File: config.mk
export PLATFORM = sky130hd
export DESIGN_NAME = tm_engine
export DESIGN_NICKNAME = d
export VERILOG_FILES = /design/src/rtl/tm_pkg.sv /design/src/rtl/tm_rule_ram.sv /design/src/rtl/tm_engine.sv
export SDC_FILE = /design/constraint.sdc
export NUM_CORES = 1
export LEC_CHECK = 0
export ABC_CLOCK_PERIOD_IN_PS = 3500
export BUFFER_PORTS_ARGS = -buffer_cell sky130_fd_sc_hd__buf_2
export CAP_MARGIN = 10
export CORE_MARGIN = 3
export CORE_UTILIZATION = 51
export CTS_BUF_LIST = sky130_fd_sc_hd__clkbuf_2
export CTS_CLUSTER_DIAMETER = 60
export DETAILED_ROUTE_END_ITERATION = 8
export PLACE_DENSITY = 0.7
export SYNTH_ARGS = -nofsm -noshare
export SYNTH_HDL_FRONTEND = slang
export SYNTH_SLANG_ARGS = --single-unit
File: constraint.sdc
create_clock -name clk -period 3.5 [get_ports clk]
set_clock_uncertainty 0.05 [all_clocks]
set_input_delay 0 -clock clk [delete_from_list [all_inputs] [get_ports clk]]
set_output_delay 0 -clock clk [all_outputs]
set_load 0.01 [all_outputs]
File: src/rtl/tm_pkg.sv
// Shared types and constants for the Turing-machine engine.
package tm_pkg;

    // Top-level engine phases.
    typedef enum logic [2:0] {
        S_IDLE,
        S_CLR,
        S_READ,
        S_WRITE,
        S_MOVE,
        S_DONE
    } fsm_e;

    // Head movement encoding in the rule word.
    localparam logic DIR_L = 1'b0;
    localparam logic DIR_R = 1'b1;

endpackage

File: src/rtl/tm_rule_ram.sv
// Transition table: {state, symbol} -> {newsym, dir, next}; sync write, async read.
module tm_rule_ram #(
    parameter int SBITS = 3,
    parameter int QBITS = 2
) (
    input  logic                   clk,
    input  logic                   we,
    input  logic [QBITS+SBITS-1:0] waddr,
    input  logic [SBITS+QBITS:0]   wdata,
    input  logic [QBITS+SBITS-1:0] raddr,
    output logic [SBITS+QBITS:0]   rdata
);

    localparam int DEPTH = 2 ** (QBITS + SBITS);

    logic [SBITS+QBITS:0] mem [DEPTH];

    // Table write port.
    // NOTE: the table has no reset so it maps onto plain RAM and a loaded machine survives rst_n.
    always_ff @(posedge clk) begin
        if (we) mem[waddr] <= wdata;
    end

    assign rdata = mem[raddr];

endmodule

File: src/rtl/tm_engine.sv
// Programmable Turing-machine runner with external tape memory handshake.
module tm_engine
    import tm_pkg::*;
#(
    parameter int ABITS        = 16,
    parameter int SBITS        = 3,
    parameter int QBITS        = 2,
    parameter int CBITS        = 32,
    parameter int SLEEP_CYCLES = 50_000_000
) (
    input  logic                   clk,
    input  logic                   rst_n,
    input  logic                   start,
    input  logic                   auto_restart,
    input  logic                   rule_we,
    input  logic [QBITS+SBITS-1:0] rule_addr,
    input  logic [SBITS+QBITS:0]   rule_data,
    output logic [ABITS-1:0]       m_addr,
    output logic                   m_ena,
    output logic                   m_write,
    output logic [SBITS-1:0]       wr_data,
    input  logic [SBITS-1:0]       rd_data,
    input  logic                   m_ack,
    input  logic                   m_busy,
    output logic [CBITS-1:0]       step_count,
    output logic [ABITS-1:0]       head_pos,
    output logic                   running,
    output logic                   done,
    output logic                   err_tape,
    output logic                   err_cnt
);

    typedef struct packed {
        logic [SBITS-1:0] newsym;
        logic             dir;
        logic [QBITS-1:0] next;
    } rule_t;

    localparam int                SLW        = $clog2(SLEEP_CYCLES + 1);
    localparam logic [SLW-1:0]    SLEEP_LAST = SLW'(SLEEP_CYCLES - 1);
    localparam logic [QBITS-1:0]  HALT       = '1;
    localparam logic [ABITS-1:0]  ADDR_MAX   = '1;
    localparam logic [ABITS-1:0]  HEAD_HOME  = {1'b1, {(ABITS-1){1'b0}}};
    localparam logic [CBITS-1:0]  CNT_MAX    = '1;

    fsm_e               fsm, fsm_next;
    logic [QBITS-1:0]   q;
    logic [SBITS-1:0]   sym;
    logic [ABITS-1:0]   head;
    logic [SLW-1:0]     sleep_cnt;
    logic               req_out;
    logic               issue;
    logic               acked;
    logic               at_edge;
    logic               idle_like;
    logic [SBITS+QBITS:0] rule_raw;
    rule_t              rule;

    tm_rule_ram #(.SBITS(SBITS), .QBITS(QBITS)) u_rules (
        .clk   (clk),
        .we    (rule_we && idle_like),
        .waddr (rule_addr),
        .wdata (rule_data),
        .raddr ({q, sym}),
        .rdata (rule_raw)
    );

    assign rule      = rule_t'(rule_raw);
    assign idle_like = (fsm == S_IDLE) || (fsm == S_DONE);
    // A request already on the bus is held; a new one waits for m_busy to clear.
    assign issue     = req_out || !m_busy;
    assign acked     = m_ena && m_ack;
    assign at_edge   = (rule.dir == DIR_L && head == '0) || (rule.dir == DIR_R && head == ADDR_MAX);

    assign m_addr   = head;
    assign head_pos = head;
    assign running  = (fsm == S_CLR) || (fsm == S_READ) || (fsm == S_WRITE) || (fsm == S_MOVE);
    assign done     = (fsm == S_DONE);

    // FSM state register.
    // NOTE: all clocked state uses non-blocking assignment so every register sees pre-edge values.
    always_ff @(posedge clk) begin
        if (!rst_n) fsm <= S_IDLE;
        else        fsm <= fsm_next;
    end

    // Next-state and memory request outputs.
    // NOTE: every output is given a default first so no path leaves one unassigned (no latches).
    always_comb begin
        fsm_next = fsm;
        m_ena    = 1'b0;
        m_write  = 1'b0;
        wr_data  = '0;
        case (fsm)
            S_IDLE:  if (start) fsm_next = S_CLR;
            S_CLR: begin
                m_ena   = issue;
                m_write = 1'b1;
                if (issue && m_ack && head == '0) fsm_next = S_READ;
            end
            S_READ: begin
                m_ena = issue;
                if (issue && m_ack) fsm_next = S_WRITE;
            end
            S_WRITE: begin
                m_ena   = issue;
                m_write = 1'b1;
                wr_data = rule.newsym;
                if (issue && m_ack) fsm_next = S_MOVE;
            end
            S_MOVE:  fsm_next = (step_count == CNT_MAX || at_edge || rule.next == HALT) ? S_DONE : S_READ;
            S_DONE:  if (start || (auto_restart && sleep_cnt == SLEEP_LAST)) fsm_next = S_CLR;
            default: fsm_next = S_IDLE;
        endcase
    end

    // Head, machine state, counters, error flags and request tracking.
    always_ff @(posedge clk) begin
        if (!rst_n) begin
            q          <= '0;
            sym        <= '0;
            head       <= '0;
            step_count <= '0;
            err_tape   <= 1'b0;
            err_cnt    <= 1'b0;
            sleep_cnt  <= '0;
            req_out    <= 1'b0;
        end else begin
            req_out   <= m_ena && !m_ack;
            sleep_cnt <= (fsm == S_DONE && auto_restart && fsm_next == S_DONE) ? sleep_cnt + 1'b1 : '0;
            case (fsm)
                S_IDLE, S_DONE: begin
                    if (fsm_next == S_CLR) head <= ADDR_MAX;
                end
                S_CLR: begin
                    if (acked) begin
                        if (head == '0) begin
                            head       <= HEAD_HOME;
                            q          <= '0;
                            step_count <= '0;
                            err_tape   <= 1'b0;
                            err_cnt    <= 1'b0;
                        end else begin
                            head <= head - 1'b1;
                        end
                    end
                end
                S_READ: begin
                    if (acked) sym <= rd_data;
                end
                S_MOVE: begin
                    if (step_count == CNT_MAX) begin
                        err_cnt <= 1'b1;
                    end else begin
                        step_count <= step_count + 1'b1;
                        q          <= rule.next;
                        if (at_edge)                 err_tape <= 1'b1;
                        else if (rule.dir == DIR_R)  head     <= head + 1'b1;
                        else                         head     <= head - 1'b1;
                    end
                end
                default: ;
            endcase
        end
    end

endmodule

=== Word level (Yosys, flattened, before mapping) ===
Memories as Yosys holds them, arrays and structs flattened.
Index checks and enable logic that the tools add are counted.

* Input port bits: 21
* Bits in registers: 85
* Bits in writable memories: 192
* Memories kept: 1
* Output and inout bits: 73
* Word-level logic and storage cells: 101

* Muxes and demuxes: 34
* Bitwise gates (word level): 1
* Reductions and logical operators: 34
* Add/subtract/negate cells: 4
* Equality and inequality tests: 18

{| class="wikitable"
|+ Memories
! memory !! depth !! bits a word !! rd ports !! clocked after Yosys merged registers in !! write ports !! line !! text
|-
| u_rules.mem || 32 || 6 || 1 || 0 || 1 || tm_rule_ram.sv:16 || <nowiki>logic [SBITS+QBITS:0] mem [DEPTH];</nowiki>
|}

{| class="wikitable"
|+ Operator list
! kind !! number
|-
| two-way mux 16 bit || 6
|-
| two-way mux 32 bit || 3
|-
| case mux 32 bit (2 select lines) || 1
|-
| case mux 16 bit (3 select lines) || 1
|-
| adder 32 x 1 -> 32 bit, second input constant || 1
|-
| equality test 32 bit, second input constant || 1
|-
| adder 26 x 1 -> 26 bit, second input constant || 1
|-
| equality test 26 bit, second input constant || 1
|-
| two-way mux 3 bit || 7
|-
| case mux 3 bit (6 select lines) || 1
|-
| adder 16 x 1 -> 16 bit, second input constant || 1
|-
| equality test 16 bit, second input constant || 1
|-
| zero test 16 bit || 1
|-
| subtractor 16 x 1 -> 16 bit, second input constant || 1
|-
| logical AND 1 bit || 10
|-
| inequality test 2 bit, second input constant || 5
|-
| AND reduction 5 bit || 2
|-
| equality test 3 bit, second input constant || 3
|-
| logical OR 1 bit || 9
|-
| two-way mux 1 bit || 9
|-
| AND reduction 4 bit || 2
|-
| equality test 3 x 1 -> 1 bit, second input constant || 2
|-
| equality test 3 x 2 -> 1 bit, second input constant || 2
|-
| two-way mux 2 bit || 3
|-
| other kinds (12) || 17
|}

=== Logic depth before layout (Yosys ltp) ===
An unclocked memory read counts as a cell.

* Depth after elaboration: 11
* Gate-level depth with buffers: 12
* Gate-level depth less buffers: 10

=== Cells and area by module ===
A second synthesis with hierarchy kept.

* Cells, all modules: 929
* Area, all modules: 12251.8 um^2

{| class="wikitable"
|+ Modules (own cells, without submodules)
! module !! cells an instance !! seq. area each (um^2) !! area an instance (um^2) !! times used
|-
| tm_rule_ram || 317 || 5765.5 || 7469.7 || 1
|-
| tm_engine || 612 || 1701.6 || 4782.1 || 1
|}

=== Worst setup path before layout ===
No wires, ideal clock.

* Path kind: flip-flop to flip-flop
* From: register head[0] (netlist: head_pos[0])
* To: register head[13] (netlist: head_pos[13])
* Stages on the path, launching flop included: 12
* Slack: 958 ps
* Arrival time: 2412 ps
* Buffers on the path: 2
* Data required time: 3371 ps
* Period minus slack after synthesis: 2542 ps
* Setup time: 79 ps
* Cells stage by stage: dfxtp_1 clkbuf_1 inv_1 ha_1 or4b_1 nor3_1 and3_1 nor2_1 clkbuf_1 o21ai_0 a32o_1 a22oi_1

* Longest elaborated chain between the ends: 10
* Elaborated cells on any way between the ends: 23
* Those cells by class: add/sub: 2; eq/ne: 4; mux: 9; reduce/logical: 8

{| class="wikitable"
|+ RTL lines
! what !! line !! text
|-
| from (decl) || tm_engine.sv:49 || <nowiki>logic [ABITS-1:0] head;</nowiki>
|-
| from (signal assigned) || tm_engine.sv:144 || <nowiki>head <= head - 1'b1;</nowiki>
|-
| from (signal assigned) || tm_engine.sv:158 || <nowiki>else if (rule.dir == DIR_R) head <= head + 1'b1;</nowiki>
|-
| from (signal assigned) || tm_engine.sv:159 || <nowiki>else head <= head - 1'b1;</nowiki>
|-
| equality test 16 bit or zero test 16 bit (tied branches) || tm_engine.sv:73, tm_engine.sv:99, tm_engine.sv:137 ||
|-
| logical AND 1 bit || tm_engine.sv:73 || <nowiki>assign at_edge = (rule.dir == DIR_L && head == '0) || (rule.dir == DIR_R && head == ADDR_MAX);</nowiki>
|-
| logical OR 1 bit || tm_engine.sv:73 ||
|-
| logical OR 1 bit (2 in series) || tm_engine.sv:111 || <nowiki>S_MOVE: fsm_next = (step_count == CNT_MAX || at_edge || rule.next == HALT) ? S_DONE : S_READ;</nowiki>
|-
| two-way mux 3 bit || tm_engine.sv:111 ||
|-
| case mux 3 bit (6 select lines) || tm_engine.sv:94 || <nowiki>case (fsm)</nowiki>
|-
| equality test 3 x 1 -> 1 bit || tm_engine.sv:133 || <nowiki>if (fsm_next == S_CLR) head <= ADDR_MAX;</nowiki>
|-
| inequality test 2 bit (no source line) || -- ||
|-
| AND reduction 5 bit (no source line) || -- ||
|}

Several ways; a longest one is shown, not always the timed one. The select of a mux whose other input is x is not followed.
A chain may end at the register's enable or synchronous reset.

=== Final worst setup path ===
* From: register sym[1]
* To: register fsm[1]

* Longest elaborated chain between the ends: 8
* Elaborated cells on any way between the ends: 10
* Those cells by class: eq/ne: 1; mux: 2; bitwise: 1; reduce/logical: 5; memory: 1

{| class="wikitable"
|+ RTL lines
! what !! line !! text
|-
| from (decl) || tm_engine.sv:48 || <nowiki>logic [SBITS-1:0] sym;</nowiki>
|-
| from (signal assigned) || tm_engine.sv:149 || <nowiki>if (acked) sym <= rd_data;</nowiki>
|-
| memory (32 x 6 bit) (*) || -- ||
|-
| inverter 1 bit || tm_engine.sv:73 ||
|-
| logical AND 1 bit || tm_engine.sv:73 ||
|-
| logical OR 1 bit || tm_engine.sv:73 ||
|-
| logical OR 1 bit || tm_engine.sv:111 ||
|-
| logical OR 1 bit (*) || tm_engine.sv:111 ||
|-
| two-way mux 3 bit (*) || tm_engine.sv:111 ||
|-
| case mux 3 bit (6 select lines) (*) || tm_engine.sv:94 ||
|-
| to (signal assigned) || tm_engine.sv:84 || <nowiki>else fsm <= fsm_next;</nowiki>
|-
| to (decl) || tm_engine.sv:46 || <nowiki>fsm_e fsm, fsm_next;</nowiki>
|}

Mark *: on every way between the ends. The rest lies on a longest branch, timed or not.

==> metrics.log <==
INFO  metric run_status = complete, no violations
INFO  metric detailroute.via_count = 8238
INFO  metric critical_path.cell_chain = buf_12 -> mux2i_1 -> a21oi_1 -> nand3_1 -> nand2_1 -> or2_2 -> o21ai_0 -> nor4_1 -> o21a_1 -> dlygate4sd3_1
INFO  metric ys_types = 64
INFO  metric hold_viol = 0
INFO  metric timing.critical_path.fanout_max = 16
INFO  metric ys_warnings = 0
INFO  metric initialDrtViolationCount = 642
INFO  metric yosys.area.top_type_share = 0.465
INFO  metric syn-instance-count = 964
INFO  metric initial_core_util = 0.524
INFO  metric cts.sinks = 277
INFO  metric crit_path_slowest_cell = dfxtp_2
INFO  metric final_layout_size_suffix_gt1_frac = 0.250
INFO  metric grt-ovfl-total = 0
INFO  metric postRouteAntennaNets = 0
INFO  metric grt_max_degree = 33
INFO  metric area_fraction_in_and_or_nand_and_nor_cells_after_synthesis = 0.140
INFO  metric num-nets-final = 1141
INFO  metric number_of_global_route_vias_before_repair = 8067
INFO  metric placementRows = 56
INFO  metric max_freq = 297 MHz
INFO  metric hold_ws = 0.200 ns
INFO  metric grt_first_pass_wirelength = 43200 microns
INFO  metric die_h = 162 microns
INFO  metric worstPathRequired = 4.17 ns
INFO  metric synth_adder_area_share = 0.00504
INFO  metric timing_worst_slew_pin_value = 1.03 ns
INFO  metric post_synthesis_area_per_instance = 12.9 sq um
INFO  metric numPlacedInstances = 1322
INFO  metric hold_class = input port to flop
INFO  metric fin_crit_sh = 0.962
INFO  metric dominant_combinational_cell_family_by_area_after_synthesis = simple AND/OR/NAND/NOR gates
INFO  metric die_w = 162 microns
INFO  metric detail_route.first_pass.iterations = 5
INFO  metric synth-compound-area-share = 0.0600
INFO  metric synth_top_flop_cell = edfxtp_1
INFO  metric setup.worst_path.start_class = flop
INFO  metric dp.final_hpwl = 17400 microns
INFO  metric ios = 94
INFO  metric async_flop_share = 0
INFO  metric dieArea = 26200 sq um
INFO  metric layout.cells.most_common = edfxtp_1
INFO  metric max-clock-path-buffers = 3
INFO  metric crit_arrival = 4.04 ns
INFO  metric max_cap_violations = 0
INFO  metric grt_antenna_before_repair = 1
INFO  metric placement.setup.worst_slack = 0.532 ns
INFO  metric cts_setup_buffers = 0
INFO  metric fin_ws = 0.133 ns
INFO  metric critPathKind = flop to flop
INFO  metric worstSkewPairLatency = 0.82 ns
INFO  metric placed_cell_area = 13000 sq um
INFO  metric ys_top_cells_by_area = edfxtp_1 46%, dfxtp_1 14%, mux4_2 9.1%
INFO  metric ys_seq_area_frac = 0.602
INFO  metric mux_share_of_post_synthesis_cell_area = 0.113
INFO  metric synthesis.area = 12400 sq um
INFO  metric n_fill_cell = 1945
INFO  metric cell_leakage_power = 4.82 nW
INFO  metric maximum_vdd_drop = 0.000297 V
INFO  metric cts_buffers = 73
INFO  metric cts.root.buffer_cell = clkbuf_2
INFO  metric synth_enable_flop_cells = 192
INFO  metric final_cells = 1487
INFO  metric setup_violations = 0
INFO  metric power-per-cell-area = 437 nW/um^2
INFO  metric finalWirelength = 27100 microns
INFO  metric end_kind = flop
INFO  metric clock_tree_from_tritoncts = done
INFO  metric port_buffers = 93
INFO  metric global_route.usage.total = 0.209
INFO  metric h_tree_level_count = 3
INFO  metric drcViolationCount = 0
INFO  metric placeableCoreArea = 23700 sq um
INFO  metric synth_xor_area_frac = 0.0445
INFO  metric synthDominantAreaCellType = edfxtp_1
INFO  metric layout-area-overhead-vs-synth = 13.2%
INFO  metric avg_vias_per_cell = 5.54
INFO  metric final.min_clock_period = 3.37 ns
INFO  metric weighted_congestion_reported_at_the_end_of_routability_driven_placement = 0.880
INFO  metric slew_violations = 0
INFO  metric post_detailed_route_wirelength_per_cell = 18.3 microns
INFO  metric cp_slowest_stage_delay = 0.62 ns
INFO  metric yosys_register_bits = 277
INFO  metric total_power = 6.14 mW
INFO  metric syn_nets = 990
INFO  metric finish.instance_area = 14000 sq um
INFO  metric timing.max_slew.rel_slack = 0.308
INFO  metric post_cts_clock_slew_at_the_launch_and_capture_registers_of_the_worst_setup_and_hold_paths = 0.11 ns
INFO  metric layout.cells.most_common_list = 192 x edfxtp_1, 119 x nor2_1, 97 x clkbuf_2
==> final timing paths <==
| check | endpoint | cells past startpoint | slack, ns | from |
|---|---|---|---|---|
| setup / recovery | fsm[1]$_SDFF_PN0_ | 10 | 0.13 | sym[1]$_SDFFE_PN0P_ |
| hold / removal | u_rules.mem[28][2]$_DFFE_PP_ | 2 | 0.20 | rule_data[2] |
| setup reg to reg | fsm[1]$_SDFF_PN0_ | 10 | 0.13 | sym[1]$_SDFFE_PN0P_ |
| hold reg to reg | sleep_cnt[0]$_SDFF_PN0_ | 1 | 0.43 | sleep_cnt[0]$_SDFF_PN0_ |
==> synthesized netlist by cell type (16+ instances only) <==
master,n
mux2i_1,27
a22oi_1,23
buf_2,16
xnor2_1,38
nand3_1,34
clkbuf_1,20
edfxtp_1,192
dfxtp_1,85
o21ai_0,20
nor3_1,25
mux4_2,50
a21oi_1,23
xor2_1,25
buf_4,20
nor2_1,119
nand2_1,72
==> sequential cells by signal, summed over array words and instances, names as in the netlist <==
name         cells
step_count      32
fsm              3
sym              3
q                2
req_out          1
head_pos        16
err_cnt          1
sleep_cnt       26
u_rules.mem    192
err_tape         1
==> what timing repair did <==
item                                    4_1_cts  5_1_grt
hold buffers                                 37        0
endpoints found under the setup margin        0       43
gates resized for setup                       0        1
endpoints found under the hold margin       462        0
==> per-stage QoR <==
step / TNS, ns / utilization
2_1_floorplan: 0 / -
3_3_place_gp: 0 / 0.549
3_5_place_dp: 0 / 0.549
4_1_cts: 0 / 0.593
5_1_grt: -0.00153 / 0.593
6_report: 0 / 0.593
==> logic make-up (layout without fill, tap and decap cells) <==
group           count (synthesis)  in the layout
mux                            77             77
fa+ha+maj                       5              5
buf+inv                        82            285
other cells                     0              1
simple gates                  354            354
flops                         277            277
compound gates                106            106
xor+xnor                       63             63
==> critical path, delay by kind of cell (launching register included) <==
family,cells,cell delay [ns]
flip-flops,1,0.62
AO/OA/AOI/OAI,3,0.75
multiplexers,1,0.27
buffers and inverters,2,0.79
AND/OR/NAND/NOR,4,0.76
==> area by class of cell <==
cell class	count	area (sq um)	area share
clock inverter	30	168	0.0119
tap	319	399	0.0284
clock buffer	97	485	0.0346
sequential	277	7470	0.532
antenna	1	2.50	0.000178
timing repair buffer	146	981	0.0699
inverter	12	45.0	0.00321
multi-input combinational	605	4490	0.320
==> layer usage <==
layer / vias up / share of wire / wire length [microns] / GRT usage
li1: 3913 / - / - / -
met1: 3976 / 0.43 / 11700 / 0.285
met2: 299 / 0.48 / 12900 / 0.336
met3: 50 / 0.073 / 1980 / 0.0457
met4: 0 / 0.020 / 551 / 0.0702
met5: - / 0 / 0 / 0
==> report_power, final <==
part           total, mW  switching, mW  leakage (nW)  internal [mW]
registers           3.61         0.0796          2.42           3.53
clock network       2.16           1.31         0.489          0.848
logic              0.369          0.214          1.92          0.154
No activity file was read; power rests on OpenSTA's default activity.
